[src/rtl/led_pkg.sv]
// ---------------------------------------------------------------------------
// led_pkg
// Shared definitions for the WS2812-style LED serializer path.
//   - Default NRZ timing constants, in clk_100 cycles (10 ns per cycle)
//   - PIXEL_W: width of one GRB pixel word
//   - state_t: serializer FSM state encoding
//   - max3(): constant helper used to size the shared cycle counter
// ---------------------------------------------------------------------------
`timescale 1ns/1ps

package led_pkg;

    localparam int PIXEL_W          = 24;

    localparam int T0H_CYC_DEF      = 35;    // 350 ns high for a '0'
    localparam int T1H_CYC_DEF      = 70;    // 700 ns high for a '1'
    localparam int BIT_CYC_DEF      = 125;   // 1.25 us bit period
    localparam int LATCH_CYC_DEF    = 5000;  // 50 us strip latch gap
    localparam int UNDERRUN_CYC_DEF = 2000;  // 20 us inter-pixel wait limit

    typedef enum logic [2:0] {
        ST_IDLE  = 3'd0,
        ST_HIGH  = 3'd1,
        ST_LOW   = 3'd2,
        ST_WAIT  = 3'd3,
        ST_LATCH = 3'd4
    } state_t;

    function automatic int max3(input int a, input int b, input int c);
        int m;
        m = (a > b) ? a : b;
        return (m > c) ? m : c;
    endfunction

endpackage

[src/rtl/led_ws_bit_timer.sv]
// ---------------------------------------------------------------------------
// led_ws_bit_timer
// Shared cycle counter for the serializer plus the compares against the
// timing thresholds. The outputs are plain decodes of the current count;
// the parent FSM qualifies them with its own state.
//   clk_100       in   system clock
//   reset_n       in   asynchronous active-low reset
//   cnt_clr_i     in   load zero into the counter (takes priority over enable)
//   cnt_en_i      in   advance the counter by one
//   bit_val_i     in   value of the bit being sent (selects T1H or T0H)
//   hi_done_o     out  last cycle of the high phase of the current bit
//   bit_done_o    out  last cycle of the full bit period
//   latch_done_o  out  last cycle of the latch gap
//   wait_done_o   out  last cycle of the allowed inter-pixel wait
// ---------------------------------------------------------------------------
`timescale 1ns/1ps

module led_ws_bit_timer
    import led_pkg::*;
#(
    parameter int T0H_CYC      = T0H_CYC_DEF,
    parameter int T1H_CYC      = T1H_CYC_DEF,
    parameter int BIT_CYC      = BIT_CYC_DEF,
    parameter int LATCH_CYC    = LATCH_CYC_DEF,
    parameter int UNDERRUN_CYC = UNDERRUN_CYC_DEF,
    parameter int CNT_W        = 13
) (
    input  logic clk_100,
    input  logic reset_n,
    input  logic cnt_clr_i,
    input  logic cnt_en_i,
    input  logic bit_val_i,
    output logic hi_done_o,
    output logic bit_done_o,
    output logic latch_done_o,
    output logic wait_done_o
);

    localparam logic [CNT_W-1:0] HI0_LAST   = CNT_W'(T0H_CYC - 1);
    localparam logic [CNT_W-1:0] HI1_LAST   = CNT_W'(T1H_CYC - 1);
    localparam logic [CNT_W-1:0] BIT_LAST   = CNT_W'(BIT_CYC - 1);
    localparam logic [CNT_W-1:0] LATCH_LAST = CNT_W'(LATCH_CYC - 1);
    localparam logic [CNT_W-1:0] WAIT_LAST  = CNT_W'(UNDERRUN_CYC - 1);

    logic [CNT_W-1:0] cnt_q;
    logic [CNT_W-1:0] cnt_d;

    always_comb begin
        cnt_d = cnt_q;
        if (cnt_clr_i) begin
            cnt_d = '0;
        end else if (cnt_en_i) begin
            cnt_d = cnt_q + CNT_W'(1);
        end
    end

    always_ff @(posedge clk_100 or negedge reset_n) begin
        if (!reset_n) begin
            cnt_q <= '0;
        end else begin
            cnt_q <= cnt_d;
        end
    end

    // The high-phase compare follows the bit being sent; the counter keeps
    // running through LOW so the period compare is absolute from the rise.
    assign hi_done_o    = (cnt_q == (bit_val_i ? HI1_LAST : HI0_LAST));
    assign bit_done_o   = (cnt_q == BIT_LAST);
    assign latch_done_o = (cnt_q == LATCH_LAST);
    assign wait_done_o  = (cnt_q == WAIT_LAST);

endmodule

[src/rtl/led_ws_serializer.sv]
// ---------------------------------------------------------------------------
// led_ws_serializer
// Takes 24-bit pixel words over valid/ready and drives one WS2812-style NRZ
// line, MSB first. After the pixel flagged last, the line is held low for
// the strip latch gap before new pixels are accepted.
//
// Optional feature (macro LED_WS_UNDERRUN_EN): if upstream leaves a frame
// open for UNDERRUN_CYC cycles, a sticky underrun flag is set and the frame
// is closed with a latch gap. Without the macro, WAIT lasts indefinitely and
// underrun is tied low.
//
// Ports:
//   clk_100       in   100 MHz system clock
//   reset_n       in   asynchronous active-low reset
//   pixel_data    in   pixel word, bit 23 sent first
//   pixel_last    in   pixel_data is the last pixel of the frame
//   pixel_valid   in   upstream offers a pixel
//   pixel_ready   out  pixel accepted on this cycle's edge if valid
//   led_sdi       out  registered serial output
//   busy          out  FSM is not in IDLE
//   underrun      out  sticky underrun flag (0 without the feature)
//   underrun_clr  in   clears underrun (unused without the feature)
// ---------------------------------------------------------------------------
`timescale 1ns/1ps

module led_ws_serializer
    import led_pkg::*;
#(
    parameter int T0H_CYC      = T0H_CYC_DEF,
    parameter int T1H_CYC      = T1H_CYC_DEF,
    parameter int BIT_CYC      = BIT_CYC_DEF,
    parameter int LATCH_CYC    = LATCH_CYC_DEF,
    parameter int UNDERRUN_CYC = UNDERRUN_CYC_DEF
) (
    input  logic               clk_100,
    input  logic               reset_n,
    input  logic [PIXEL_W-1:0] pixel_data,
    input  logic               pixel_last,
    input  logic               pixel_valid,
    output logic               pixel_ready,
    output logic               led_sdi,
    output logic               busy,
    output logic               underrun,
    input  logic               underrun_clr
);

    localparam int CNT_MAX = max3(LATCH_CYC, UNDERRUN_CYC, BIT_CYC);
    localparam int CNT_W   = (CNT_MAX > 1) ? $clog2(CNT_MAX) : 1;
    localparam int IDX_W   = $clog2(PIXEL_W);

    state_t             state_q,   state_d;
    logic [PIXEL_W-1:0] shift_q,   shift_d;
    logic [IDX_W-1:0]   bit_idx_q, bit_idx_d;
    logic               last_q,    last_d;
    logic               led_sdi_q;
    logic               ready_q;
    logic               busy_q;

    logic               xfer;
    logic               cnt_clr;
    logic               cnt_en;
    logic               hi_done;
    logic               bit_done;
    logic               latch_done;
    logic               wait_done;

`ifdef LED_WS_UNDERRUN_EN
    logic               und_set;
    logic               underrun_q, underrun_d;
`endif

    led_ws_bit_timer #(
        .T0H_CYC      (T0H_CYC),
        .T1H_CYC      (T1H_CYC),
        .BIT_CYC      (BIT_CYC),
        .LATCH_CYC    (LATCH_CYC),
        .UNDERRUN_CYC (UNDERRUN_CYC),
        .CNT_W        (CNT_W)
    ) u_bit_timer (
        .clk_100      (clk_100),
        .reset_n      (reset_n),
        .cnt_clr_i    (cnt_clr),
        .cnt_en_i     (cnt_en),
        .bit_val_i    (shift_q[PIXEL_W-1]),
        .hi_done_o    (hi_done),
        .bit_done_o   (bit_done),
        .latch_done_o (latch_done),
        .wait_done_o  (wait_done)
    );

    // ready_q is only ever high in IDLE and WAIT, so it alone qualifies a
    // transfer; it stays low through reset and the first cycle after it.
    assign xfer = pixel_valid && ready_q;

    always_comb begin
        state_d   = state_q;
        shift_d   = shift_q;
        bit_idx_d = bit_idx_q;
        last_d    = last_q;
        cnt_en    = 1'b0;
`ifdef LED_WS_UNDERRUN_EN
        und_set   = 1'b0;
`endif

        unique case (state_q)
            ST_IDLE: begin
                if (xfer) begin
                    shift_d   = pixel_data;
                    last_d    = pixel_last;
                    bit_idx_d = IDX_W'(PIXEL_W - 1);
                    state_d   = ST_HIGH;
                end
            end
            ST_HIGH: begin
                cnt_en = 1'b1;
                if (hi_done) begin
                    state_d = ST_LOW;
                end
            end
            ST_LOW: begin
                cnt_en = 1'b1;
                if (bit_done) begin
                    if (bit_idx_q != '0) begin
                        shift_d   = {shift_q[PIXEL_W-2:0], 1'b0};
                        bit_idx_d = bit_idx_q - IDX_W'(1);
                        state_d   = ST_HIGH;
                    end else if (last_q) begin
                        state_d = ST_LATCH;
                    end else begin
                        state_d = ST_WAIT;
                    end
                end
            end
            ST_WAIT: begin
`ifdef LED_WS_UNDERRUN_EN
                cnt_en = 1'b1;
`endif
                if (xfer) begin
                    shift_d   = pixel_data;
                    last_d    = pixel_last;
                    bit_idx_d = IDX_W'(PIXEL_W - 1);
                    state_d   = ST_HIGH;
                end
`ifdef LED_WS_UNDERRUN_EN
                // A late pixel on the final wait cycle still wins.
                else if (wait_done) begin
                    und_set = 1'b1;
                    state_d = ST_LATCH;
                end
`endif
            end
            ST_LATCH: begin
                cnt_en = 1'b1;
                if (latch_done) begin
                    state_d = ST_IDLE;
                end
            end
            default: begin
                state_d = ST_IDLE;
            end
        endcase
    end

    // HIGH->LOW is the only transition that keeps counting; every other
    // state change restarts the count, so the counter can never wrap.
    assign cnt_clr = (state_d != state_q) &&
                     !((state_q == ST_HIGH) && (state_d == ST_LOW));

    always_ff @(posedge clk_100 or negedge reset_n) begin
        if (!reset_n) begin
            state_q   <= ST_IDLE;
            shift_q   <= '0;
            bit_idx_q <= '0;
            last_q    <= 1'b0;
            led_sdi_q <= 1'b0;
            ready_q   <= 1'b0;
            busy_q    <= 1'b0;
        end else begin
            state_q   <= state_d;
            shift_q   <= shift_d;
            bit_idx_q <= bit_idx_d;
            last_q    <= last_d;
            // Line level follows the state one cycle later; widths and
            // periods are preserved exactly.
            led_sdi_q <= (state_q == ST_HIGH);
            ready_q   <= (state_d == ST_IDLE) || (state_d == ST_WAIT);
            busy_q    <= (state_d != ST_IDLE);
        end
    end

    assign pixel_ready = ready_q;
    assign led_sdi     = led_sdi_q;
    assign busy        = busy_q;

`ifdef LED_WS_UNDERRUN_EN
    // Set has priority over a simultaneous clear.
    assign underrun_d = und_set ? 1'b1 : (underrun_clr ? 1'b0 : underrun_q);

    always_ff @(posedge clk_100 or negedge reset_n) begin
        if (!reset_n) begin
            underrun_q <= 1'b0;
        end else begin
            underrun_q <= underrun_d;
        end
    end

    assign underrun = underrun_q;
`else
    logic unused_underrun;
    assign unused_underrun = underrun_clr ^ wait_done;
    assign underrun        = 1'b0;
`endif

endmodule

[config.mk]
export PLATFORM = sky130hd
export DESIGN_NAME = led_ws_serializer
export DESIGN_NICKNAME = d
export VERILOG_FILES = /design/src/rtl/led_pkg.sv /design/src/rtl/led_ws_bit_timer.sv /design/src/rtl/led_ws_serializer.sv
export SDC_FILE = /design/constraint.sdc
export NUM_CORES = 1
export LEC_CHECK = 0
export ABC_AREA = 1
export BUFFER_PORTS_ARGS = -buffer_cell sky130_fd_sc_hd__buf_2
export CELL_PAD_IN_SITES_DETAIL_PLACEMENT = 1
export CELL_PAD_IN_SITES_GLOBAL_PLACEMENT = 1
export CORE_MARGIN = 3
export CORE_UTILIZATION = 42
export DETAILED_ROUTE_END_ITERATION = 7
export PLACE_DENSITY_LB_ADDON = 0.1
export REMOVE_ABC_BUFFERS = 1
export SYNTH_ARGS = -nofsm -noshare
export SYNTH_HDL_FRONTEND = slang
export SYNTH_SLANG_ARGS = --single-unit
[constraint.sdc]
create_clock -name clk_100 -period 2.4 [get_ports clk_100]
set_input_delay 0.12 -clock clk_100 [delete_from_list [all_inputs] [get_ports clk_100]]
set_output_delay 0.12 -clock clk_100 [all_outputs]
set_load 0.005 [all_outputs]
# Word-level counts from Yosys, hierarchy flattened
# Index checks and enable logic that the tools add are counted.
# classes
eq_ne,13
muxes,19
reduce_logical,15
add_sub_neg,2
# ops
operator,n
24-bit two-way mux,3
24-bit one-hot mux with 2 select lines,1
13-bit two-way mux,2
3-bit two-way mux,6
5-bit two-way mux,3
13-bit by 1-bit adder with 13-bit output (second input constant),1
13-bit equality test,1
13-bit equality test (second input constant),1
13-bit by 7-bit equality test with 1-bit output (second input constant),1
3-bit by 2-bit equality test with 1-bit output (second input constant),4
3-bit one-hot mux with 4 select lines,1
5-bit one-hot mux with 2 select lines,1
7-bit two-way mux,1
3-bit logical NOT,2
5-bit nonzero test,1
5-bit by 1-bit subtractor with 5-bit output (second input constant),1
2-bit inequality test (second input constant),2
4-bit AND reduction,1
2-bit nonzero test,2
3-bit by 1-bit equality test with 1-bit output (second input constant),1
3-bit equality test (second input constant),1
1-bit logical AND,3
3-bit inequality test,1
3-bit nonzero test,1
7 further kinds,7
# word_totals
wordCells,57
input_bits,29
ff_bits,49

# Depth between registers and ports, before layout
# Gate-level depths: netlist of the first run.
# logic_depth
ltp_word,9
mapped_depth,13
ltp_nobuf,13

# Modules after synthesis
# From an unflattened synthesis of the first run, not the netlist that was laid out.
# hier_totals
cells_unflattened,356
hier_area_um2,2668.8
# modules_own_cells
mod,area_each_um2,n_inst,cells_each
led_ws_serializer,1815.5,1,232
led_ws_bit_timer,853.3,1,124

# Worst setup path before layout of the first run
# Ideal clock, no wire load.
# synth_path
path_kind,reg-to-reg
start,register u_bit_timer.cnt_q[1]
end,register bit_idx_q[4]
path_slack_ps,662
t_required_ps,2271
path_stages_with_launch,14
synth_period_minus_slack_ps,1738
arrival_time_ps,1609
setup_time_ps,129
path_cell_list,dfrtp_1 -> inv_1 -> ha_1 -> nand2_1 -> nor2_1 -> nand2_2 -> nor2_4 -> nand3_1 -> nand2_1 -> nand2_1 -> inv_1 -> nand2_1 -> o21ai_0 -> nand3_1
# synth_between
elab_chain_len,3
# synth_lines
element,line,source
from (decl),led_ws_bit_timer.sv:45,logic [CNT_W-1:0] cnt_q;
from (signal assigned),led_ws_bit_timer.sv:61,cnt_q <= cnt_d;
13-bit by 7-bit equality test with 1-bit output,led_ws_bit_timer.sv:68,assign bit_done_o = (cnt_q == BIT_LAST);
2-bit inequality test (no source line),-,
4-bit AND reduction (no source line),-,
to (signal assigned),led_ws_serializer.sv:181,bit_idx_q <= bit_idx_d;
to (decl),led_ws_serializer.sv:53,"logic [IDX_W-1:0] bit_idx_q, bit_idx_d;"
# No other way between the ends.
# A chain may end at the register's enable or synchronous reset.

# Worst setup path after layout of the first run
# layout_path
start,register u_bit_timer.cnt_q[1]
end,register u_bit_timer.cnt_q[4]
# layout_between
elab_chain_len,8
elab_cells_between_ends,16
# layout_lines
element,line,source
13-bit equality test (tied with other cells),led_ws_bit_timer.sv:69,assign latch_done_o = (cnt_q == LATCH_LAST);
"3-bit two-way mux, on equally long branches","led_ws_serializer.sv:154, led_ws_serializer.sv:116, led_ws_serializer.sv:122",
3-bit one-hot mux with 4 select lines *,led_ws_serializer.sv:105,unique case (state_q)
net state_d[0],led_ws_serializer.sv:51,"state_t state_q, state_d;"
3-bit by 2-bit equality test with 1-bit output,led_ws_serializer.sv:167,!((state_q == ST_HIGH) && (state_d == ST_LOW));
1-bit logical AND,led_ws_serializer.sv:167,
1-bit logical NOT,led_ws_serializer.sv:167,
1-bit logical AND *,led_ws_serializer.sv:166,assign cnt_clr = (state_d != state_q) &&
13-bit two-way mux or 2-bit nonzero test (tied branches),-,
# Mark *: on every way through the listed nets, which the timed path passes. The rest lies on a longest branch. The select of a mux whose other input is x is not followed.

==> impl_metrics.json, run 1 <==
{
  "antenna_found_initial": 0,
  "clk_pin_slew_ns": 0.09,
  "hp-start": "pixel_data[0]",
  "final_cell_mix": "95 x nand2_1, 56 x o21ai_0, 50 x inv_1, 49 x dfrtp_1, 30 x buf_2",
  "syn2layout_area_growth_pct": 13.2,
  "worstPathCellList": "inv_1 > ha_1 > nand2_1 > nor2_1 > nand2_2 > nor2_4 > nand3_2 > nand3_2 > nand2_1 > nand2_1 > nand3_2 > a21oi_1",
  "slew_viol_final": 0,
  "ys_seq_elements": 49,
  "gp_congestion": 0.807,
  "synthArstFlopShare": 1.00,
  "tns_ns": 0,
  "synth_xor_area_frac": 0.0385,
  "timing.slew.headroom": 0.622,
  "grt_overflow": 0,
  "ant_nets": 0,
  "routed_wl_um": 6270,
  "clock.fmax_ghz": 0.470,
  "r2r_end": "u_bit_timer.cnt_q[4]",
  "hold_path.class": "in2reg",
  "ioPinCount": 33,
  "cts_tree": "done",
  "netlist_instances": 360,
  "grtUsageTotal": 0.180,
  "start_util": 0.448,
  "synth_top_family_by_area": "simple AND/OR/NAND/NOR gates",
  "cp_top_family": "simple AND/OR/NAND/NOR gates",
  "power_uw": 3230,
  "cts.sinks": 49,
  "ys.flop_type": "dfrtp_1",
  "multi_input_comb_area_um2": 1250,
  "cp.buffers_inverters": 1,
  "timing.final.crit_share": 0.887,
  "place_inst": 457,
  "setup_slack_ns": 0.272,
  "rsz0062_at_grt": "false",
  "grt_pass1_wl_um": 10900,
  "clockBufferDepth": 2,
  "r2r_cells": 12,
  "io_buffers": 30,
  "cp_slowest_cell": "dfrtp_1",
  "routedWlPerCell_um": 13.4,
  "fp.dieH_um": 86.6,
  "endpoint_kind": "flip-flop",
  "r2r_slack_ns": 0.27,
  "nets": 423,
  "drc_errors": 0,
  "max_stage_delay_ns": 0.42,
  "grt_pass1_vias": 2389,
  "viasPerCell": 5.00,
  "htreeDepth": 2,
  "yosysSeqAreaShare": 0.449,
  "drv_cap": 0,
  "final-seq-area_um2": 1230,
  "ys_warn_count": 0,
  "synth_simple_gate_area_frac": 0.257,
  "num_rows": 28,
  "timing.rr.start": "u_bit_timer.cnt_q[1]",
  "syn_area_per_cell_um2": 7.59,
  "n_antenna_cell": 0,
  "die_x_um": 86.6,
  "finalSetupViolations": 0,
  "fin_util": 0.507,
  "worst_pin_slew_ns": 0.568,
  "core_area_um2": 6100,
  "hold_violations": 0,
  "syn_area_um2": 2730,
  "synth_cell_types": 28,
  "firstDrtPassIters": 6,
  "synth_compound_area_frac": 0.142,
  "synth_enable_flop_cells": 0,
  "cp-start-kind": "flip-flop",
  "vdd_drop_max_mv": 0.637,
  "pre_cts_ws_ns": 0.263,
  "fin_crit_ns": 2.13,
  "drive_above_1_share": 0.153,
  "cts_root_buf": "clkbuf_8",
  "status": "complete, no violations",
  "p_per_area_nw_per_um2": 1040,
  "final.setup_skew_ns": 0.00899,
  "drt_iter0_drc": 66,
  "min_path_cells": 3,
  "path_max_fanout": 13,
  "fin_cells": 466,
  "design.die.area_um2": 7510,
  "grt_max_degree": 48,
  "crit_start": "u_bit_timer.cnt_q[1]",
  "critPathKind": "reg2reg",
  "mostFrequentLayoutCell": "nand2_1",
  "dp_hpwl_um": 4570,
  "insertion_delay_ns": 0.30,
  "leakagePower_uw": 0.00146,
  "nFillCells": 819,
  "min_to": "shift_q[0]",
  "cp.required_ns": 2.62,
  "synth.area.mux_share": 0,
  "cts_buffers": 5,
  "synth_adder_area_share": 0.0183,
  "vias": 2330,
  "cp.arrival_ns": 2.35
}
## layout make-up
class                      instances  share of cell area
inverter                          51              0.0619
tap                               75              0.0303
clock inverter                     2              0.0121
sequential                        49               0.396
clock buffer                       6              0.0267
timing repair buffer              36              0.0680
multi-input combinational        247               0.405
## per-stage QoR
| stage | area [um^2] | hold slack, ns |
|---|---|---|
| floorplan | 2670 | -0.176 |
| global placement | 2960 | 0.156 |
| CTS | 3090 | 0.0174 |
| detailed placement | 2960 | 0.149 |
| finish | 3090 | 0.0295 |
| global route | 3090 | 0.0541 |
## cell families after synthesis
kind of cell             Yosys count
AO/OA/AOI/OAI                     74
XOR/XNOR                          12
adder cells (fa/ha/maj)            4
buffers and inverters             64
flip-flops                        49
other                              1
AND/OR/NAND/NOR                  156
## flip-flops by register name (all words and copies together) (netlist names)
name               flops
pixel_ready            1
last_q                 1
led_sdi                1
busy                   1
shift_q               24
state_q                3
bit_idx_q              5
u_bit_timer.cnt_q     13
## worst max path at each step
stage / to / slack, ns / depth (start not counted)
after floorplan: bit_idx_q[4] / -0.58 / 10
after global placement: bit_idx_q[4] / 0.37 / 13
after detailed placement: bit_idx_q[4] / 0.26 / 13
after CTS: bit_idx_q[4] / 0.24 / 13
after global routing: u_bit_timer.cnt_q[5] / 0.06 / 12
final: u_bit_timer.cnt_q[4] / 0.27 / 12
## report_power, final
group	switching [uW]	total, uW	internal, uW
Sequential	179	1330	1150
Clock	291	630	339
Combinational	833	1260	432
Total	1300	3230	1920
## Yosys cell counts, types with 3 or more instances
cell type  number  share of area
nand2_1        96           0.13
o21ai_0        56           0.10
inv_1          50          0.069
dfrtp_1        49           0.45
nor2_1         22          0.030
nand3_1        13          0.024
a21oi_1        12          0.022
xor2_1         11          0.035
clkbuf_1        7         0.0096
nor3_1          6          0.011
nand4_1         5          0.011
buf_2           4         0.0073
ha_1            4          0.018
nand3_2         4          0.015
a21oi_2         3         0.0096
nand2_2         3         0.0069
## worst reg2reg max path, stage by stage (launching register included)
cell and delay, ns:
dfrtp_1 0.42, inv_1 0.14, ha_1 0.20, nand2_1 0.06, nor2_1 0.11, nand2_2 0.08, nor2_4 0.13, nand3_2 0.10
nand3_2 0.11, nand2_1 0.06, nand2_1 0.08, nand3_2 0.29, a21oi_1 0.26
## what timing repair did
item / in CTS / in global routing
setup endpoints to repair: 0 / 1
hold endpoints to repair: 22 / 0
setup buffers: 0 / 0
gates resized for setup: 0 / 1
hold buffers: 1 / 0
## routing by layer
| layer | GRT usage | routed length [um] |
|---|---|---|
| met1 | 0.240 | 3020 |
| met2 | 0.304 | 3000 |
| met3 | 0.0285 | 190 |
| met4 | 0.0467 | 61 |
| met5 | 0 | 0 |
(Power assumes the default switching activity.)
==> run 2, diff against run 1 <==
--- a/config.mk
+++ b/config.mk
@@ -5,12 +5,11 @@
 export SDC_FILE = /design/constraint.sdc
 export NUM_CORES = 1
 export LEC_CHECK = 0
-export ABC_AREA = 1
 export BUFFER_PORTS_ARGS = -buffer_cell sky130_fd_sc_hd__buf_2
 export CELL_PAD_IN_SITES_DETAIL_PLACEMENT = 1
 export CELL_PAD_IN_SITES_GLOBAL_PLACEMENT = 1
 export CORE_MARGIN = 3
-export CORE_UTILIZATION = 42
+export CORE_UTILIZATION = 45
 export DETAILED_ROUTE_END_ITERATION = 7
 export PLACE_DENSITY_LB_ADDON = 0.1
 export REMOVE_ABC_BUFFERS = 1
==> run 2 against run 1 <==
Compared with the run above: clock skew increased by 0.0066 ns; combinational power about the same; non-clock buffer count increased by 4; clock power decreased by 17%; area after synthesis decreased by 2.2%; maximum frequency increased by 3.0%; sequential power increased by 5%; global-route usage decreased by 0.085 points; setup slack improved by 0.063 ns; synthesized cell count decreased by 27%; first-iteration DRC count decreased by 42%; critical path type unchanged; critical endpoint is now u_bit_timer.cnt_q[9]; highest routed layer unchanged.
==> impl_metrics.json, run 2 <==
{
  "cts.sinks": 49,
  "n_antenna_cell": 0,
  "r2r_end": "u_bit_timer.cnt_q[9]",
  "num_rows": 27,
  "largest_reg_flops": 24,
  "setup_slack_ns": 0.334,
  "syn_area_per_cell_um2": 10.1,
  "drive_above_1_share": 0.215,
  "syn_area_um2": 2670,
  "mostFrequentLayoutCell": "dfrtp_1",
  "firstDrtPassIters": 4,
  "synth.most_common_cell": "dfrtp_1",
  "io_buffers": 30,
  "finalSetupViolations": 0,
  "rsz0062_at_grt": "false",
  "cts_buffers": 5,
  "fin_util": 0.531,
  "drt_iter0_drc": 38,
  "cts_tree": "done",
  "hp-start": "pixel_data[0]",
  "core_area_um2": 5640,
  "min_path_cells": 2,
  "gp_congestion": 0.830,
  "synthArstFlopShare": 1.00,
  "ys_seq_elements": 49,
  "dp_hpwl_um": 4120,
  "critPathKind": "reg2reg",
  "yosysTopAreaCell": "dfrtp_1",
  "ioPinCount": 33,
  "design.die.area_um2": 6900,
  "leakagePower_uw": 0.00139,
  "cp_slowest_cell": "and4_1",
  "clockBufferDepth": 2,
  "timing.final.crit_share": 0.861,
  "insertion_delay_ns": 0.31,
  "netlist_instances": 264,
  "vias": 1951,
  "start_util": 0.473,
  "status": "complete, no violations",
  "worstPathCellList": "nor4_2 > and4_1 > a22oi_2 > o221ai_2 > buf_4 > nor2_1",
  "ys_warn_count": 0,
  "viasPerCell": 5.27,
  "die_x_um": 83.0,
  "cp.buffers_inverters": 1,
  "drv_cap": 0,
  "clock.fmax_ghz": 0.484,
  "routed_wl_um": 5580,
  "final.setup_skew_ns": 0.0156,
  "r2r_cells": 6,
  "fin_crit_ns": 2.07,
  "synth_cell_types": 49,
  "synth_top_area_frac": 0.459,
  "timing.rr.start": "u_bit_timer.cnt_q[7]",
  "min_to": "shift_q[0]",
  "pre_cts_ws_ns": 0.337,
  "max_stage_delay_ns": 0.51,
  "cts_root_buf": "clkbuf_8",
  "drc_errors": 0,
  "path_max_fanout": 13,
  "p_per_area_nw_per_um2": 1060,
  "synth_enable_flop_cells": 0,
  "ant_nets": 0,
  "grt_pass1_wl_um": 10300,
  "cp.arrival_ns": 2.26,
  "cts_resized": 0,
  "grt_pass1_vias": 2091,
  "cp.required_ns": 2.59,
  "htreeDepth": 2,
  "grt_overflow": 0,
  "grtUsageTotal": 0.179,
  "hold_violations": 0,
  "hold_path.class": "in2reg",
  "reg.largest.list": "shift_q: 24 flops, u_bit_timer.cnt_q: 13 flops, bit_idx_q: 5 flops",
  "tns_ns": 0,
  "top_register": "shift_q",
  "grt_max_degree": 48,
  "antenna_found_initial": 0,
  "endpoint_kind": "flip-flop",
  "clk_pin_slew_ns": 0.09,
  "routedWlPerCell_um": 15.1,
  "yosysSeqAreaShare": 0.459,
  "cp-start-kind": "flip-flop",
  "vdd_drop_max_mv": 0.520,
  "cp_top_family": "simple AND/OR/NAND/NOR gates",
  "synth_area_leaders": "dfrtp_1 46%, mux2i_1 10%, nand2_1 4.9%",
  "final_cell_mix": "49 x dfrtp_1, 35 x nand2_1, 30 x buf_2, 27 x mux2i_1, 23 x o21ai_1",
  "fp.dieH_um": 83.0,
  "synth_common_cells": "49 x dfrtp_1, 35 x nand2_1, 27 x mux2i_1, 23 x o21ai_1, 19 x nor2_1",
  "ys.flop_type": "dfrtp_1",
  "slew_viol_final": 0,
  "nets": 330,
  "syn2layout_area_growth_pct": 12.2,
  "r2r_slack_ns": 0.33
}
## run 2: routing by layer
metal,vias up,GRT usage,share of wire
met4,0,0.0386,0.0077
met2,22,0.292,0.48
met1,947,0.243,0.47
met3,4,0.0417,0.035
li1,978,-,-
met5,-,0,0
## run 2: area by class of cell
type / count / area, um^2
clock buffer: 5 / 68.8
fill: 643 / 2650
inverter: 10 / 37.5
sequential: 49 / 1230
tap: 72 / 90.1
clock inverter: 3 / 28.8
timing repair buffer: 40 / 253
multi-input combinational: 191 / 1290
## run 2: through the flow
stage | cells | total power, uW | hold WS, ns | cell area [um^2]
after floorplan | 250 | 2270 | -0.176 | 2550
after global placement | 361 | 2620 | 0.0755 | 2890
after detailed placement | 361 | 2690 | 0.0814 | 2890
after CTS | 370 | 3230 | 0.0150 | 3000
after global routing | 370 | 3480 | 0.0140 | 3000
final | 370 | 3170 | 0.0221 | 3000
## run 2: worst register-to-register path, stage by stage, from the launching register on
cell and delay (ns):
dfrtp_1 0.44, nor4_2 0.34, and4_1 0.51, a22oi_2 0.16
o221ai_2 0.20, buf_4 0.24, nor2_1 0.07
## run 2: kinds of logic after synthesis
family | after synthesis | share of synthesized area
and+or+nand+nor | 93 | 0.182
AOI/OAI and AO/OA | 49 | 0.121
DFF | 49 | 0.459
muxes | 28 | 0.105
buffers and inverters | 24 | 0.0600
xor gates and xnor gates | 16 | 0.0525
adders and majority gates | 4 | 0.0187
other | 1 | 0.00140
## run 2: how the worst max path moves through the flow
| stage | start | to | cells after the start |
|---|---|---|---|
| floorplan | u_bit_timer.cnt_q[0] | bit_idx_q[0] | 6 |
| global route | u_bit_timer.cnt_q[7] | u_bit_timer.cnt_q[12] | 6 |
| finish | u_bit_timer.cnt_q[7] | u_bit_timer.cnt_q[9] | 6 |
| CTS | u_bit_timer.cnt_q[7] | u_bit_timer.cnt_q[7] | 6 |
| global placement | u_bit_timer.cnt_q[7] | u_bit_timer.cnt_q[7] | 6 |
| detailed placement | u_bit_timer.cnt_q[7] | u_bit_timer.cnt_q[5] | 6 |
## run 2: where the power goes
part / switching [uW] / internal (uW)
clock network: 308 / 218
registers: 248 / 1140
logic: 665 / 590
total: 1220 / 1950
## run 2: timing repair
action | 4_1_cts | 5_1_grt
setup buffers | 0 | 0
hold buffers | 1 | 0
hold endpoints to repair | 15 | 0
==> run 3, diff against run 2 <==
--- a/config.mk
+++ b/config.mk
@@ -11,7 +11,8 @@
 export CORE_MARGIN = 3
 export CORE_UTILIZATION = 45
 export DETAILED_ROUTE_END_ITERATION = 7
-export PLACE_DENSITY_LB_ADDON = 0.1
+export HOLD_SLACK_MARGIN = 0.12
+export PLACE_DENSITY = 0.84
 export REMOVE_ABC_BUFFERS = 1
 export SYNTH_ARGS = -nofsm -noshare
 export SYNTH_HDL_FRONTEND = slang
==> run 3 against run 2 <==
Compared with the run above: routed wire length grew 39%; critical endpoint is now pixel_ready; maximum frequency down 7.9%; combinational power rose by 14%; cell area is 8.4% higher; critical path depth unchanged; clock power grew 4.9%; via count up 15%; total power rose by 8.1%; sequential share of layout area shrank 3.2 points; core utilization grew 4.4 points.
==> impl_metrics.json, run 3 (synthesis results as in run 2) <==
{
  "clk_pin_slew_ns": 0.10,
  "ant_nets": 0,
  "cp-start-kind": "flip-flop",
  "nets": 355,
  "tns_ns": 0,
  "antenna_found_initial": 0,
  "mostFrequentLayoutCell": "dfrtp_1",
  "grtUsageTotal": 0.219,
  "reg.largest.list": "shift_q: 24 flops, u_bit_timer.cnt_q: 13 flops, bit_idx_q: 5 flops",
  "num_rows": 27,
  "grt_overflow": 0,
  "fin_util": 0.576,
  "setup_slack_ns": 0.158,
  "n_antenna_cell": 0,
  "viasPerCell": 5.67,
  "routed_wl_um": 7780,
  "drt_iter0_drc": 134,
  "grt_pass1_vias": 2357,
  "cts_tree": "done",
  "cp.buffers_inverters": 1,
  "fin_crit_ns": 2.24,
  "cts_buffers": 5,
  "r2r_slack_ns": 0.16,
  "endpoint_kind": "flip-flop",
  "grt_pass1_wl_um": 11900,
  "top_register": "shift_q",
  "hold_path.class": "in2reg",
  "final.setup_skew_ns": 0.0125,
  "final_cell_mix": "49 x dfrtp_1, 35 x nand2_1, 30 x buf_2, 27 x mux2i_1, 26 x dlygate4sd3_1",
  "critPathKind": "reg2reg",
  "htreeDepth": 2,
  "cp.arrival_ns": 2.48,
  "post_cts_buffers": 0,
  "drv_cap": 0,
  "place_inst": 359,
  "status": "complete, no violations",
  "drc_errors": 0,
  "hold_violations": 0,
  "p_per_area_nw_per_um2": 1050,
  "vias": 2239,
  "routedWlPerCell_um": 19.7,
  "ioPinCount": 33,
  "io_buffers": 30,
  "core_area_um2": 5640,
  "path_max_fanout": 9,
  "timing.slew.headroom": 0.531,
  "syn2layout_area_growth_pct": 21.5,
  "cp_slowest_cell": "and4_1",
  "start_util": 0.473,
  "cp.required_ns": 2.64,
  "clockBufferDepth": 2,
  "gp_congestion": 0.876,
  "final-seq-area_um2": 1230,
  "fp.dieH_um": 83.0,
  "die_x_um": 83.0,
  "leakagePower_uw": 0.00148,
  "slew_viol_final": 0,
  "drive_above_1_share": 0.198,
  "worstPathCellList": "nor4_2 > and4_1 > buf_4 > o32ai_1 > a21oi_1 > mux2i_1",
  "pre_cts_ws_ns": 0.0139,
  "finalSetupViolations": 0,
  "vdd_drop_max_mv": 0.585,
  "largest_reg_flops": 24,
  "dp_hpwl_um": 4100,
  "design.die.area_um2": 6900,
  "timing.final.crit_share": 0.934,
  "firstDrtPassIters": 4,
  "max_stage_delay_ns": 0.47,
  "cp_top_family": "simple AND/OR/NAND/NOR gates",
  "nFillCells": 637,
  "multi_input_comb_area_um2": 1320,
  "insertion_delay_ns": 0.33,
  "worst_pin_slew_ns": 0.704,
  "grt_max_degree": 50,
  "cts_root_buf": "clkbuf_8",
  "fin_cells": 395,
  "cts.sinks": 49,
  "clock.fmax_ghz": 0.446
}
==> run 3: cell count changes in the layout (fill, tap and decap cells not counted), sizes merged <==
| cell | delta |
|---|---|
| dlygate4sd3 | +25 |
| a21oi | +2 |
| buf | -2 |
| clkbuf | +1 |
| inv | -1 |
==> run 3: through the flow <==
step | instance area [um^2] | power [uW] | hold slack [ns]
after global placement | 2860 | 2590 | 0.268
after CTS | 3220 | 3280 | 0.260
final | 3250 | 3420 | 0.260
after floorplan | 2550 | 2270 | -0.176
after detailed placement | 2860 | 2690 | 0.271
after global routing | 3250 | 3640 | 0.278
==> run 3: final timing paths <==
check                      cells after the start            startpoint                    end
max                                            6  u_bit_timer.cnt_q[7]            pixel_ready
max reg2reg                                    6  u_bit_timer.cnt_q[7]            pixel_ready
min reg2reg                                    2            shift_q[5]             shift_q[5]
min in group asynchronous                      3               reset_n   u_bit_timer.cnt_q[0]
min                                            4           pixel_valid           bit_idx_q[4]
max in group asynchronous                      3               reset_n  u_bit_timer.cnt_q[12]
==> run 3: worst reg2reg max path, stage by stage, from the launching register on <==
cell and delay, ns:
dfrtp_1 0.45, nor4_2 0.37, and4_1 0.47, buf_4 0.24
o32ai_1 0.09, a21oi_1 0.28, mux2i_1 0.28
==> run 3: power breakdown <==
part / internal (uW) / total, uW / switching [uW]
Sequential: 1140 / 1450 / 314
Combinational: 614 / 1420 / 804
Clock: 240 / 552 / 312
==> run 3: layout make-up <==
| class | instances | share of cell area |
|---|---|---|
| Clock inverter | 2 | 0.00539 |
| Tap cell | 72 | 0.0277 |
| Sequential cell | 49 | 0.378 |
| Multi-Input combinational cell | 193 | 0.406 |
| Clock buffer | 6 | 0.0254 |
| Timing Repair Buffer | 63 | 0.146 |
| Inverter | 10 | 0.0116 |
==> run 3: timing repair <==
| action | CTS | global route |
|---|---|---|
| setup endpoints to repair | 0 | 24 |
| endpoints found under the hold margin | 74 | 0 |
| gates resized for setup | 0 | 1 |
| hold buffers | 26 | 0 |
==> run 3: metal layers <==
layer  share of wire  global-route usage  up-vias
li1                -                   -     1028
met1            0.41               0.260     1132
met2            0.53               0.386       63
met3           0.039              0.0466       16
met4           0.025              0.0802        0
met5               0                   0        -
